<file path="src/rtl/usr_pkg.sv">
// rtl/usr_pkg.sv - shared mode codes and FSM states for the universal shift register
// Purpose: MODE encodings, FSM state type and a mode classification helper.
// Ports: none (package).
package usr_pkg;

  localparam logic [2:0] MODE_HOLD = 3'b000;
  localparam logic [2:0] MODE_SHR  = 3'b001;
  localparam logic [2:0] MODE_SHL  = 3'b010;
  localparam logic [2:0] MODE_LOAD = 3'b011;
  localparam logic [2:0] MODE_ROR  = 3'b100;
  localparam logic [2:0] MODE_ROL  = 3'b101;
  localparam logic [2:0] MODE_ASR  = 3'b110;
  localparam logic [2:0] MODE_RSVD = 3'b111;

  typedef enum logic {
    ST_IDLE = 1'b0,
    ST_RUN  = 1'b1
  } state_t;

  // Hold, load and the reserved code always run exactly one step and ignore N.
  function automatic logic mode_is_single(input logic [2:0] mode);
    return (mode == MODE_HOLD) || (mode == MODE_LOAD) || (mode == MODE_RSVD);
  endfunction

endpackage

</file>
<file path="src/rtl/usr_step.sv">
// rtl/usr_step.sv - combinational single-step next value of the shift register
// Purpose: computes the register value after one step of the given mode.
// Ports:
//   cur_i  [WIDTH-1:0]  current register contents
//   mode_i [2:0]        operation code
//   dsr_i               serial input entering at the MSB on shift right
//   dsl_i               serial input entering at the LSB on shift left
//   d_i    [WIDTH-1:0]  parallel load data
//   nxt_o  [WIDTH-1:0]  value after one step
module usr_step
  import usr_pkg::*;
#(
  parameter int WIDTH = 8
) (
  input  logic [WIDTH-1:0] cur_i,
  input  logic [2:0]       mode_i,
  input  logic             dsr_i,
  input  logic             dsl_i,
  input  logic [WIDTH-1:0] d_i,
  output logic [WIDTH-1:0] nxt_o
);

  always_comb begin
    nxt_o = cur_i;
    case (mode_i)
      MODE_SHR:  nxt_o = {dsr_i, cur_i[WIDTH-1:1]};
      MODE_SHL:  nxt_o = {cur_i[WIDTH-2:0], dsl_i};
      MODE_LOAD: nxt_o = d_i;
      MODE_ROR:  nxt_o = {cur_i[0], cur_i[WIDTH-1:1]};
      MODE_ROL:  nxt_o = {cur_i[WIDTH-2:0], cur_i[WIDTH-1]};
      // Repeating this step saturates to all sign bits for any N >= WIDTH-1.
      MODE_ASR:  nxt_o = {cur_i[WIDTH-1], cur_i[WIDTH-1:1]};
      default:   nxt_o = cur_i;
    endcase
  end

endmodule

</file>
<file path="src/rtl/univ_shift_reg.sv">
// rtl/univ_shift_reg.sv - multi-step universal shift register with START/BUSY/DONE handshake
// Purpose: FSM, step counter and registered Q/Qn/BUSY/DONE around the usr_step function.
// Ports:
//   CLK                 rising-edge clock
//   R                   synchronous active-high reset
//   START               operation request, sampled only in IDLE
//   MODE  [2:0]         operation, latched on accept
//   N     [CNT_W-1:0]   step count, latched on accept
//   D     [WIDTH-1:0]   parallel load data, sampled live at the load edge
//   DSR, DSL            serial inputs, sampled live at each step edge
//   Q, Qn [WIDTH-1:0]   register contents and registered complement
//   BUSY                operation in progress
//   DONE                one-cycle completion pulse
module univ_shift_reg
  import usr_pkg::*;
#(
  parameter int WIDTH = 8,
  parameter int CNT_W = $clog2(WIDTH + 1)
) (
  input  logic             CLK,
  input  logic             R,
  input  logic             START,
  input  logic [2:0]       MODE,
  input  logic [CNT_W-1:0] N,
  input  logic [WIDTH-1:0] D,
  input  logic             DSR,
  input  logic             DSL,
  output logic [WIDTH-1:0] Q,
  output logic [WIDTH-1:0] Qn,
  output logic             BUSY,
  output logic             DONE
);

  state_t             state_q, state_d;
  logic [2:0]         mode_q, mode_d;
  logic [CNT_W-1:0]   cnt_q, cnt_d;
  logic [WIDTH-1:0]   q_q, q_d;
  logic [WIDTH-1:0]   qn_q, qn_d;
  logic               busy_q, busy_d;
  logic               done_q, done_d;
  logic [WIDTH-1:0]   step_nxt;

  usr_step #(
    .WIDTH (WIDTH)
  ) u_step (
    .cur_i  (q_q),
    .mode_i (mode_q),
    .dsr_i  (DSR),
    .dsl_i  (DSL),
    .d_i    (D),
    .nxt_o  (step_nxt)
  );

  always_comb begin
    state_d = state_q;
    mode_d  = mode_q;
    cnt_d   = cnt_q;
    q_d     = q_q;
    busy_d  = busy_q;
    done_d  = 1'b0;

    case (state_q)
      ST_IDLE: begin
        if (START) begin
          mode_d = MODE;
          if (mode_is_single(MODE)) begin
            cnt_d   = CNT_W'(1);
            state_d = ST_RUN;
            busy_d  = 1'b1;
          end else if (N == '0) begin
            // Zero-step shift: acknowledge immediately without entering RUN.
            done_d = 1'b1;
          end else begin
            cnt_d   = N;
            state_d = ST_RUN;
            busy_d  = 1'b1;
          end
        end
      end
      ST_RUN: begin
        q_d   = step_nxt;
        cnt_d = cnt_q - CNT_W'(1);
        if (cnt_q == CNT_W'(1)) begin
          state_d = ST_IDLE;
          busy_d  = 1'b0;
          done_d  = 1'b1;
        end
      end
      default: begin
        state_d = ST_IDLE;
        busy_d  = 1'b0;
      end
    endcase

    // Complement is registered with Q so both ports change on the same edge.
    qn_d = ~q_d;
  end

  always_ff @(posedge CLK) begin
    if (R) begin
      state_q <= ST_IDLE;
      mode_q  <= MODE_HOLD;
      cnt_q   <= '0;
      q_q     <= '0;
      qn_q    <= '1;
      busy_q  <= 1'b0;
      done_q  <= 1'b0;
    end else begin
      state_q <= state_d;
      mode_q  <= mode_d;
      cnt_q   <= cnt_d;
      q_q     <= q_d;
      qn_q    <= qn_d;
      busy_q  <= busy_d;
      done_q  <= done_d;
    end
  end

  assign Q    = q_q;
  assign Qn   = qn_q;
  assign BUSY = busy_q;
  assign DONE = done_q;

endmodule

</file>
<file path="config.mk">
export PLATFORM = sky130hd
export DESIGN_NAME = univ_shift_reg
export DESIGN_NICKNAME = d
export VERILOG_FILES = /design/src/rtl/usr_pkg.sv /design/src/rtl/usr_step.sv /design/src/rtl/univ_shift_reg.sv
export SDC_FILE = /design/constraint.sdc
export NUM_CORES = 1
export LEC_CHECK = 0
export CORE_MARGIN = 2
export CORE_UTILIZATION = 53
export CTS_CLUSTER_DIAMETER = 150
export DETAILED_ROUTE_END_ITERATION = 6
export GPL_ROUTABILITY_DRIVEN = 0
export HOLD_SLACK_MARGIN = 0.02
export PLACE_DENSITY = 0.94
export RECOVER_POWER = 100
export SYNTH_ARGS = -nofsm -noshare
export SYNTH_HDL_FRONTEND = slang
export SYNTH_HIERARCHICAL = 1
export SYNTH_SLANG_ARGS = --single-unit
</file>
<file path="constraint.sdc">
create_clock -name CLK -period 3.2 [get_ports CLK]
set_input_delay 0.8 -clock CLK [delete_from_list [all_inputs] [get_ports CLK]]
set_output_delay 0.8 -clock CLK [all_outputs]
set_load 0.005 [all_outputs]
</file>
==> impl_metrics.env <==
export IMPL_outcome="finished, final reports clean"
export IMPL_worst_pin_slew_ns=0.847
export IMPL_diodes=0
export IMPL_viasPerCell=5.93
export IMPL_hpwl_um=2340
export IMPL_cts_htree_levels=1
export IMPL_clock_sinks=26
export IMPL_timing_rr_start="mode_q[2]"
export IMPL_antenna_left=0
export IMPL_endpoint_kind="register"
export IMPL_fin_tns_setup_ns=0
export IMPL_min_delay_start="BUSY"
export IMPL_ctsResizeCount=0
export IMPL_period_share=0.771
export IMPL_dp_cells=242
export IMPL_dieArea_mm2=0.00354
export IMPL_r2r_end="Q[7]"
export IMPL_hold_violations=0
export IMPL_path_clk_slew_ns=0.15
export IMPL_synthMuxAreaShare=0.130
export IMPL_powerDensity_mw_per_mm2=414
export IMPL_num_vias=1459
export IMPL_synth_simple_gate_area_frac=0.216
export IMPL_ys_warn_count=6
export IMPL_clock_fmax_mhz=405
export IMPL_hold_path_class="reg2reg"
export IMPL_synth_xor_area_frac=0.00536
export IMPL_synth_adder_area_share=0.0153
export IMPL_seq_area_frac_synth=0.319
export IMPL_die_height_um=59.5
export IMPL_hold_buffers=0
export IMPL_crit_chain="dlygate4sd3_1 -> or3_1 -> o41ai_1 -> a221oi_2 -> a211oi_2"
export IMPL_wl_per_cell_um=13.8
export IMPL_area_delta_synth_final_pct=22.1
export IMPL_synth_edf_count=0
export IMPL_ys_types=45
export IMPL_clock_path_buffers=2
export IMPL_rsz0062_at_grt="false"
export IMPL_start_util=0.544
export IMPL_grt_first_pass_wirelength_um=5620
export IMPL_core_area_mm2=0.00300
export IMPL_dr_pass1_iters=4
export IMPL_min_path_cells=2
export IMPL_grt_overflow=0
export IMPL_irDropWorstVdd_v=0.000290
export IMPL_async_reset_ff_frac=0
export IMPL_ys_ff_latch=26
export IMPL_grt_usage=0.205
export IMPL_fill_cells=235
export IMPL_postLayoutCoreUtil=0.664
export IMPL_synth_area_mm2=0.00163
export IMPL_reg2reg_slack_ns=1.31
export IMPL_stdcell_area_mm2=0.00199
export IMPL_worstSetupStartpointType="primary input"
export IMPL_p_total_uw=826
export IMPL_slew_headroom=0.435
export IMPL_cellLeakagePower_uw=0.000767
export IMPL_skew_ns=0.00991
export IMPL_synth_compound_area_frac=0.220
export IMPL_ff2ff_path_depth=5
export IMPL_avgSynthCellArea_um2=8.92
export IMPL_path_class="in2reg"
export IMPL_place_port_buffers=37
export IMPL_cp_max_fo=3
export IMPL_postCtsSetupBuffers=0
export IMPL_io_pins=38
export IMPL_tritoncts="done"
export IMPL_antenna_found_initial=0
export IMPL_routed_wl_um=3400
export IMPL_synth_main_ff_cell="dfxtp_1"
export IMPL_placement_cell_area_mm2=0.00198
export IMPL_cp_arrival_ns=2.73
export IMPL_synth_top_family_by_area="compound AO/OA/AOI/OAI gates"
export IMPL_grt_pass1_vias=1297
export IMPL_worst_ep_required_time_ns=3.46
export IMPL_numCtsBuffers=3
export IMPL_drtIter0Drc=53
export IMPL_synth_nets=205
export IMPL_whs_endpoint="BUSY"
export IMPL_fin_cells=246
export IMPL_grt_max_degree=41
export IMPL_clock_latency_ns=0.33
export IMPL_critPathMaxStageDelay_ns=0.66
export IMPL_drc=0
export IMPL_netlist_instances=183
export IMPL_cts_root_buffer="clkbuf_4"
export IMPL_num_nets_final=236
export IMPL_drive_gt1_frac=0.0939
export IMPL_die_width_um=59.5
export IMPL_slowest_stage="o41ai_1"
export IMPL_maxCapViolations=0
export IMPL_slew_viol_final=0
export IMPL_fin_crit_ns=2.47
export IMPL_setup_viol=0
export IMPL_rows=20
synthesized netlist by cell type, types with 3 or more instances:
master    number  area share
a21oi_1       11       0.034
a221oi_2       4       0.037
a31oi_1        6       0.023
and3b_1        4       0.021
buf_2          7       0.021
clkbuf_1       3      0.0069
dfxtp_1       26        0.32
inv_1         17       0.039
mux2i_1       20        0.12
nand2_1        3      0.0069
nor2_1        17       0.039
nor2b_1        7       0.027
nor3_1         5       0.015
o21ai_0        5       0.015
o21ai_1        4       0.012
o221a_1        3       0.021
where the power goes:
group / switching [uW] / internal, uW / total [uW]
logic: 102 / 119 / 221
registers: 29.1 / 349 / 378
clock network: 101 / 127 / 228
total: 232 / 594 / 826
through the flow:
step,hold WS [ns],setup slack [ns]
finish,0.470,0.732
global route,0.504,0.605
CTS,0.474,0.982
detailed placement,0.454,0.788
global placement,0.446,0.867
floorplan,0.453,1.40
area by class of cell:
type                       instances  area [um2]  share of cell area
multi-input combinational        126         923               0.463
sequential                        26         520               0.261
timing repair buffer              40         393               0.197
inverter                          17        63.8              0.0320
tap                               33        41.3              0.0207
clock inverter                     1        30.0              0.0151
clock buffer                       3        22.5              0.0113
flip-flops by register name (all words and copies together), names as in the netlist:
signal   count
BUSY         1
DONE         1
Q            8
Qn           8
cnt_q        4
mode_q       3
state_q      1
worst max path at each step:
stage          startpoint        to  slack [ns]  cells after the start
4_1_cts              Q[5]      Q[5]        0.98                      1
3_3_place_gp        START  cnt_q[2]        0.87                      5
2_1_floorplan        N[2]  cnt_q[3]        1.40                      4
3_5_place_dp        START  cnt_q[2]        0.79                      5
6_report             N[2]  cnt_q[3]        0.73                      5
5_1_grt              N[2]  cnt_q[3]        0.61                      5
worst max-delay path, delay by kind of cell:
kind / cells / cell delay (ns)
AND/OR/NAND/NOR: 1 / 0.43
buffers and inverters: 1 / 0.55
AO/OA/AOI/OAI: 3 / 0.94
per-layer routing:
layer,up-vias,GRT usage,part of all wire
met4,0,0.0603,0.011
met1,684,0.274,0.45
li1,716,-,-
met3,6,0.0371,0.055
met5,-,0,0
met2,53,0.336,0.48
logic make-up after synthesis:
| group | Yosys count |
|---|---|
| AO/OA/AOI/OAI | 45 |
| XOR/XNOR | 1 |
| adder cells (fa/ha/maj) | 2 |
| buffers and inverters | 31 |
| flip-flops | 26 |
| multiplexers | 21 |
| AND/OR/NAND/NOR | 57 |
cell usage in the layout (no fill, tap or decap), types with 2 or more instances in the layout:
| master | netlist | routed |
|---|---|---|
| a21oi_1 | 11 | 11 |
| a221oi_2 | 4 | 4 |
| a22oi_1 | 2 | 2 |
| a31o_1 | 2 | 2 |
| a31oi_1 | 6 | 6 |
| and3b_1 | 4 | 4 |
| buf_4 | 1 | 3 |
| clkbuf_4 | 0 | 3 |
| clkdlybuf4s50_1 | 0 | 17 |
| dfxtp_1 | 26 | 26 |
| dlygate4sd3_1 | 0 | 20 |
| ha_1 | 2 | 2 |
| inv_1 | 17 | 17 |
| mux2i_1 | 20 | 20 |
| nand2_1 | 3 | 3 |
| nand2b_1 | 2 | 2 |
| nand3_1 | 2 | 2 |
| nand3b_1 | 2 | 2 |
| nor2_1 | 17 | 17 |
| nor2_2 | 2 | 2 |
| nor2b_1 | 7 | 7 |
| nor3_1 | 5 | 7 |
| nor3b_1 | 2 | 2 |
| nor3b_2 | 2 | 2 |
| o211a_1 | 2 | 2 |
| o21ai_0 | 5 | 6 |
| o21ai_1 | 4 | 3 |
| o221a_1 | 3 | 3 |
(Power assumes the default switching activity.)
